**config.mk**
```make
export PLATFORM = sky130hd
export DESIGN_NAME = async_event_arbiter
export DESIGN_NICKNAME = d
export VERILOG_FILES = /design/src/rtl/async_event_arbiter_pkg.sv /design/src/rtl/async_event_arbiter_sync_debounce_ch.sv /design/src/rtl/async_event_arbiter.sv
export SDC_FILE = /design/constraint.sdc
export NUM_CORES = 1
export LEC_CHECK = 0
export CORE_MARGIN = 2
export CORE_UTILIZATION = 50
export CTS_CLUSTER_SIZE = 24
export DETAILED_ROUTE_END_ITERATION = 7
export PLACE_DENSITY = 0.74
export SYNTH_ARGS = -nofsm -noshare
export SYNTH_HDL_FRONTEND = slang
export SYNTH_SLANG_ARGS = --single-unit
```
**constraint.sdc**
```tcl
create_clock -name clk -period 1.2 [get_ports clk]
set_input_delay 0.3 -clock clk [delete_from_list [all_inputs] [get_ports clk]]
set_output_delay 0.3 -clock clk [all_outputs]
set_load 0.005 [all_outputs]
```
**src/rtl/async_event_arbiter_pkg.sv**
```systemverilog
// ----------------------------------------------------------------------------
// async_event_arbiter_pkg
// Shared definitions for the asynchronous event arbiter:
//   - arb_state_t   : scheduler state encoding (IDLE=0, OFFER=1)
//   - WARMUP_CYCLES : cycles after reset during which debounced levels simply
//                     track the synchronizer, so levels held through reset
//                     never look like fresh edges
//   - warmup_next   : saturating down-count helper for the warm-up counter
// ----------------------------------------------------------------------------
package async_event_arbiter_pkg;

    typedef enum logic {
        IDLE  = 1'b0,
        OFFER = 1'b1
    } arb_state_t;

    localparam int WARMUP_CYCLES = 2;
    localparam int WARMUP_W      = 2;

    // Count down to zero and stay there.
    function automatic logic [WARMUP_W-1:0] warmup_next(input logic [WARMUP_W-1:0] cnt);
        logic [WARMUP_W-1:0] nxt;
        if (cnt == WARMUP_W'(1'b0)) begin
            nxt = cnt;
        end else begin
            nxt = cnt - WARMUP_W'(1'b1);
        end
        return nxt;
    endfunction

endpackage

```
**src/rtl/async_event_arbiter_sync_debounce_ch.sv**
```systemverilog
// ----------------------------------------------------------------------------
// sync_debounce_ch
// One input channel: 2-flop synchronizer (no reset), debounce counter and
// debounced level register. Emits a one-cycle pulse on the cycle the
// debounced level changes.
// Optional build macro: ASYNC_EVT_BOTH_EDGES_EN adds the o_fall pulse port.
// Ports:
//   clk      in   system clock
//   reset    in   synchronous active-high reset
//   i_async  in   raw asynchronous input
//   i_warm   in   warm-up active: debounced level tracks synchronizer directly
//   o_rise   out  combinational pulse, debounced level going 0->1 this cycle
//   o_fall   out  combinational pulse, debounced level going 1->0 this cycle
// ----------------------------------------------------------------------------
module sync_debounce_ch
    import async_event_arbiter_pkg::*;
#(
    parameter int DEBOUNCE_CYCLES = 16
) (
    input  logic clk,
    input  logic reset,
    input  logic i_async,
    input  logic i_warm,
    output logic o_rise
`ifdef ASYNC_EVT_BOTH_EDGES_EN
    ,
    output logic o_fall
`endif
);

    localparam int CW = (DEBOUNCE_CYCLES > 2) ? $clog2(DEBOUNCE_CYCLES) : 1;
    localparam logic [CW-1:0] CNT_MAX = CW'(DEBOUNCE_CYCLES - 1);

    logic          r_sync1;
    logic          r_sync2;
    logic          r_deb;
    logic [CW-1:0] r_cnt;
    logic          w_fire;

    // Synchronizer stages keep shifting during reset so the level is valid at warm-up.
    always_ff @(posedge clk) begin
        r_sync1 <= i_async;
        r_sync2 <= r_sync1;
    end

    // Level change commits on the last stable cycle of the debounce window.
    assign w_fire = !i_warm && (r_sync2 != r_deb) && (r_cnt == CNT_MAX);

    // Debounce counter and debounced level.
    always_ff @(posedge clk) begin
        if (reset) begin
            r_deb <= 1'b0;
            r_cnt <= CW'(1'b0);
        end else if (i_warm) begin
            r_deb <= r_sync2;
            r_cnt <= CW'(1'b0);
        end else if (r_sync2 == r_deb) begin
            r_cnt <= CW'(1'b0);
        end else if (r_cnt == CNT_MAX) begin
            r_deb <= r_sync2;
            r_cnt <= CW'(1'b0);
        end else begin
            r_cnt <= r_cnt + CW'(1'b1);
        end
    end

    assign o_rise = w_fire & r_sync2;
`ifdef ASYNC_EVT_BOTH_EDGES_EN
    assign o_fall = w_fire & ~r_sync2;
`endif

endmodule

```
**src/rtl/async_event_arbiter.sv**
```systemverilog
// ----------------------------------------------------------------------------
// async_event_arbiter
// Synchronizes and debounces N asynchronous inputs, latches detected edges as
// pending events and offers them one at a time on a valid/ready port using a
// round-robin scheduler.
// Optional build macro: ASYNC_EVT_BOTH_EDGES_EN -- debounced falling edges
// also raise events (same overflow rule). Ports and latency are unchanged.
// Ports:
//   clk        in   system clock
//   reset      in   synchronous active-high reset
//   async_in   in   [N_INPUTS]  raw asynchronous inputs
//   evt_valid  out  event offered (held until evt_ready)
//   evt_ready  in   consumer accepts the event
//   evt_id     out  [IDW]  channel index of the offered event
//   pending    out  [N_INPUTS]  per-channel pending flags
//   overflow   out  sticky: an event was lost
// ----------------------------------------------------------------------------
module async_event_arbiter
    import async_event_arbiter_pkg::*;
#(
    parameter  int N_INPUTS        = 4,
    parameter  int DEBOUNCE_CYCLES = 16,
    localparam int IDW             = $clog2(N_INPUTS)
) (
    input  logic                clk,
    input  logic                reset,
    input  logic [N_INPUTS-1:0] async_in,
    output logic                evt_valid,
    input  logic                evt_ready,
    output logic [IDW-1:0]      evt_id,
    output logic [N_INPUTS-1:0] pending,
    output logic                overflow
);

    logic [WARMUP_W-1:0] r_warm;
    logic                w_warm;
    logic [N_INPUTS-1:0] w_rise;
    logic [N_INPUTS-1:0] w_ev;
    logic                w_handshake;

    arb_state_t          r_state;
    arb_state_t          w_state_nxt;
    logic                r_evt_valid;
    logic                w_valid_nxt;
    logic [IDW-1:0]      r_evt_id;
    logic [IDW-1:0]      w_id_nxt;
    logic [IDW-1:0]      r_rr_ptr;
    logic [IDW-1:0]      w_ptr_nxt;
    logic [N_INPUTS-1:0] r_pending;
    logic [N_INPUTS-1:0] w_pending_nxt;
    logic                r_overflow;
    logic                w_ovf_nxt;

    // First set request scanning upward from ptr, wrapping.
    function automatic logic [IDW-1:0] rr_select(input logic [N_INPUTS-1:0] req,
                                                 input logic [IDW-1:0]      ptr);
        logic [IDW-1:0] sel;
        int             idx;
        sel = ptr;
        // Descending scan so the closest request to ptr is written last.
        for (int k = N_INPUTS - 1; k >= 0; k--) begin
            idx = (int'(ptr) + k) % N_INPUTS;
            if (req[idx]) begin
                sel = IDW'(idx);
            end else begin
                sel = sel;
            end
        end
        return sel;
    endfunction

    assign w_warm = (r_warm != WARMUP_W'(1'b0));

    for (genvar gi = 0; gi < N_INPUTS; gi++) begin : g_ch
`ifdef ASYNC_EVT_BOTH_EDGES_EN
        logic w_fall;
        sync_debounce_ch #(.DEBOUNCE_CYCLES(DEBOUNCE_CYCLES)) u_ch (
            .clk     (clk),
            .reset   (reset),
            .i_async (async_in[gi]),
            .i_warm  (w_warm),
            .o_rise  (w_rise[gi]),
            .o_fall  (w_fall)
        );
        assign w_ev[gi] = w_rise[gi] | w_fall;
`else
        sync_debounce_ch #(.DEBOUNCE_CYCLES(DEBOUNCE_CYCLES)) u_ch (
            .clk     (clk),
            .reset   (reset),
            .i_async (async_in[gi]),
            .i_warm  (w_warm),
            .o_rise  (w_rise[gi])
        );
        assign w_ev[gi] = w_rise[gi];
`endif
    end

    assign w_handshake = (r_state == OFFER) && evt_ready;

    // Pending set/clear; an event on the channel being cleared re-arms it without loss.
    always_comb begin
        logic w_clr;
        w_pending_nxt = r_pending;
        w_ovf_nxt     = r_overflow;
        w_clr         = 1'b0;
        for (int i = 0; i < N_INPUTS; i++) begin
            w_clr = w_handshake && (r_evt_id == IDW'(i));
            if (w_ev[i]) begin
                if (r_pending[i] && !w_clr) begin
                    w_ovf_nxt = 1'b1;
                end else begin
                    w_ovf_nxt = w_ovf_nxt;
                end
                w_pending_nxt[i] = 1'b1;
            end else if (w_clr) begin
                w_pending_nxt[i] = 1'b0;
            end else begin
                w_pending_nxt[i] = r_pending[i];
            end
        end
    end

    // Scheduler next-state and next outputs.
    always_comb begin
        w_state_nxt = r_state;
        w_valid_nxt = r_evt_valid;
        w_id_nxt    = r_evt_id;
        w_ptr_nxt   = r_rr_ptr;
        case (r_state)
            IDLE: begin
                if (r_pending != {N_INPUTS{1'b0}}) begin
                    w_state_nxt = OFFER;
                    w_valid_nxt = 1'b1;
                    w_id_nxt    = rr_select(r_pending, r_rr_ptr);
                end else begin
                    w_state_nxt = IDLE;
                end
            end
            OFFER: begin
                if (evt_ready) begin
                    w_state_nxt = IDLE;
                    w_valid_nxt = 1'b0;
                    if (r_evt_id == IDW'(N_INPUTS - 1)) begin
                        w_ptr_nxt = IDW'(1'b0);
                    end else begin
                        w_ptr_nxt = r_evt_id + IDW'(1'b1);
                    end
                end else begin
                    w_state_nxt = OFFER;
                end
            end
            default: begin
                w_state_nxt = IDLE;
                w_valid_nxt = 1'b0;
            end
        endcase
    end

    // State, scheduler outputs, pending flags and warm-up counter.
    always_ff @(posedge clk) begin
        if (reset) begin
            r_warm      <= WARMUP_W'(WARMUP_CYCLES);
            r_state     <= IDLE;
            r_evt_valid <= 1'b0;
            r_evt_id    <= IDW'(1'b0);
            r_rr_ptr    <= IDW'(1'b0);
            r_pending   <= {N_INPUTS{1'b0}};
            r_overflow  <= 1'b0;
        end else begin
            r_warm      <= warmup_next(r_warm);
            r_state     <= w_state_nxt;
            r_evt_valid <= w_valid_nxt;
            r_evt_id    <= w_id_nxt;
            r_rr_ptr    <= w_ptr_nxt;
            r_pending   <= w_pending_nxt;
            r_overflow  <= w_ovf_nxt;
        end
    end

    assign evt_valid = r_evt_valid;
    assign evt_id    = r_evt_id;
    assign pending   = r_pending;
    assign overflow  = r_overflow;

endmodule
```
==> summary.md <==
| Metric | Value |
|---|---|
| Outcome | `complete, but fails checks` |
| Failing checks | `negative setup slack` |
| XOR/XNOR share of the synthesized area | `slightly below 7%` |
| Final Util | `roughly 79%` |
| Via count | `between 1500 and 2000` |
| Reg2reg start | `evt_id[1]` |
| Cells after Synth | `between 150 and 200` |
| Post-Syn Area | `between 1500 and 2000 um2` |
| Slowest stage delay, CP | `approximately 340 ps` |
| Final Worst Setup Slack | `-154 ps` |
| Startpoint Class | `register` |
| Initial Util | `53.2%` |
| RSZ-0062 raised after global routing | `true` |
| Hold Crit Start | `g_ch[2].u_ch.r_sync1` |
| Clock transition at the registers of the reported paths | `approximately 130 ps` |
| # H-tree levels | `2` |
| Setup CP Type | `reg -> reg` |
| Max-Cap Viols | `0` |
| Fillers | `202` |
| First-pass DRT Iterations | `4` |
| FMAX | `about 740 MHz` |
| Vias in the first global route | `about 1500` |
| Adder-cell share of the synthesized area | `approximately 6.8%` |
| # hold bufs at CTS | `0` |
| Final setup viols | `9` |
| Total congestion overflow | `0` |
| Largest family of logic cells by synthesized area | `simple AND/OR/NAND/NOR gates` |
| GRT Overall Usage | `a little under a quarter` |
| DIE WIDTH | `61.5 um` |
| Synth top area cells | `dfxtp_1 50%, ha_1 6.8%, nor2_1 5.9%` |
| WL per Instance | `about 16 um` |
| Clk_skew | `17.7 ps` |
| Clk root buf | `clkbuf_4` |
| Post-DP HPWL | `2540 um` |
| ANT nets after route | `0` |
| WP data required | `1440 ps` |
| Total negative slack | `-463 ps` |
| Slew Limit Fails | `0` |
| Share of post-route cells with drive strength above 1 | `48.7%` |
| Peak supply drop | `slightly below 0.9 mV` |
| CTS tree | `built` |
| Period utilization | `113%` |
| Final RePlAce weighted congestion | `roughly 0.8` |
| R2R Path End | `overflow` |
| Final hold vios | `0` |
| Leakage Power | `just under 1 nW` |
| Post-synthesis average cell area | `about 9.1 um2` |
| Storage element area | `846 um2` |
| Worst Hold Endpoint | `g_ch[2].u_ch.r_sync2` |
| Worst R2R Setup Slack | `-150 ps` |
| Netlist cell types | `31` |
| CTS Buf Count | `5` |
| Yosys top cell area share | `between 40% and 50%` |
| # rows | `20` |
| Initial antenna violation count | `0` |
| Slew HR | `about four fifths` |
| Pin count of the biggest net entering global routing | `18` |
| R2R depth | `6` |
| I/O pins | `15` |
| Synth Warn # | `0` |
| Worst-Margin Slew | `around 310 ps` |
| Post-Route WL | `roughly 4600 um` |
| Hold/Removal Path Class | `reg -> reg` |
| Die area | `roughly 3800 um2` |
| Syn-to-layout area delta | `47.6%` |
| DIE HEIGHT | `about 60 um` |
| First-pass GRT wire length | `between 6000 and 7000 um` |
| Drt initial violations | `~120` |
| Mux cell area share after synthesis | `less than 1%` |
| Nets | `~250` |
| Arr. time, crit path | `1590 ps` |
| Count of state elements after synthesis | `between 40 and 50` |
| Longest Clk Path Bufs | `2` |
| # diodes | `0` |
| Compound-Gate Fraction of Synth Area | `under 10%` |
| CTS Sinks | `between 40 and 50` |
| Largest area contributor in the netlist | `dfxtp_1` |
| CP Cell Sequence | `buf_4, inv_1, ha_1, nand2_1, a31oi_1, a41oi_2` |
| Net Count, Synth | `198` |
| Power density cells | `between 1000 and 1500 nW/um2` |
| Multi-input gate area | `slightly above 1000 um2` |
| Worst hold path depth | `0` |
| Post-Synth Simple-Gate Area | `a little under a quarter` |
| Core footprint | `~3100 um2` |
| CP max-delay cell | `dfxtp_2` |
| Sequential area share after synthesis | `49.7%` |
| CP Max Fanout | `4` |
| Worst Setup End Kind | `register` |
| Port Buffers | `14` |
| Min cycle time layout | `~1400 ps` |
| Number of vias per cell | `about 5.4` |
| Clk_lat worst skew | `between 300 and 400 ps` |
| DRC Markers | `0` |
==> cell type report <==
class	instances	share of cell area [%]
multi-input combinational	127	41.7
timing repair buffer	52	16.9
clock buffer	7	2.67
clock inverter	1	0.205
tap	44	2.26
inverter	10	1.54
sequential	41	34.7
==> critical path: cells and delay by family, from the launching register on <==
| family | cells | cell delay, ps |
|---|---|---|
| AO/OA/AOI/OAI | 2 | 410 |
| flip-flops | 1 | 340 |
| buffers and inverters | 2 | 240 |
| adder cells (fa/ha/maj) | 1 | 160 |
| AND/OR/NAND/NOR | 1 | 90 |
==> power breakdown <==
group,switching (W),internal [W],leakage [nW],total [W]
sequential,0.0000812,0.00145,0.342,0.00153
clock,0.000444,0.000340,0.0413,0.000784
combinational,0.000352,0.000368,0.592,0.000720
total,0.000878,0.00216,0.975,0.00304
==> state kept, by name, summed over array words and instances, names as in the netlist <==
| register | cells |
|---|---|
| g_ch.u_ch.r_cnt | 16 |
| pending | 4 |
| r_state | 1 |
| g_ch.u_ch.r_sync2 | 4 |
| overflow | 1 |
| g_ch.u_ch.r_sync1 | 4 |
| g_ch.u_ch.r_deb | 4 |
| evt_id | 2 |
| r_rr_ptr | 2 |
| r_warm | 2 |
| evt_valid | 1 |
==> worst max-delay path by stage <==
stage	startpoint	to
2_1_floorplan	r_warm[0]	r_warm[1]
3_3_place_gp	evt_ready	overflow
3_5_place_dp	evt_ready	overflow
4_1_cts	r_warm[1]	overflow
5_1_grt	pending[2]	evt_id[0]
6_report	evt_id[1]	overflow
==> cells in the mapped netlist, drive strengths merged <==
cell type  number
nor2           26
o2111ai         1
nor4            1
a211oi          1
nand3          20
inv            10
clkbuf          2
buf             2
nand2b          1
or2             1
nand2          19
o21bai          1
o21ai           5
a221o           1
and2b           2
a41oi           1
nor3            5
and2            1
xor2            9
mux2i           1
dfxtp          41
a31oi           1
xnor2           4
nor2b           2
a21o            1
a21oi          14
ha              9
==> through the flow <==
stage	hold WS, ps	cells	area [um2]	setup slack [ps]	total power (W)
4_1_cts	338	281	2250	-40.3	0.00292
3_5_place_dp	312	264	2040	-366	0.00202
3_3_place_gp	312	264	2040	-319	0.00197
2_1_floorplan	310	182	1650	4.67	0.00180
6_report	339	282	2440	-154	0.00304
5_1_grt	345	282	2440	-166	0.00319
==> metal layers <==
layer,up-vias,track usage [%],share of wire [%]
li1,716,-,-
met1,733,22.4,36
met2,62,45.1,53
met3,24,6.72,6.0
met4,0,12.2,4.6
met5,-,0,0
==> placed cells by master (no fill, tap or decap), types with 7 or more instances in the layout <==
cell type and n:
buf_2 8, a21oi_2 8, dfxtp_2 11, nand3_1 9
buf_6 7, xor2_1 9, nor2_1 22, buf_4 31
nand3_2 7, nand2_1 13, dfxtp_1 27, inv_1 7
==> timing repair <==
action,in CTS,in global routing
pin swaps,13,16
gates cloned,0,0
gates resized for setup,72,43
setup endpoints to repair,26,30
buffers inserted,9,1
==> kinds of logic (layout without fill, tap and decap cells) <==
group,Yosys count,count (layout)
and+or+nand+nor,78,78
DFF,41,41
AOI/OAI and AO/OA,26,26
buffers and inverters,14,70
xor gates and xnor gates,13,13
adders and majority gates,9,9
muxes,1,1
(Power assumes the default switching activity.)
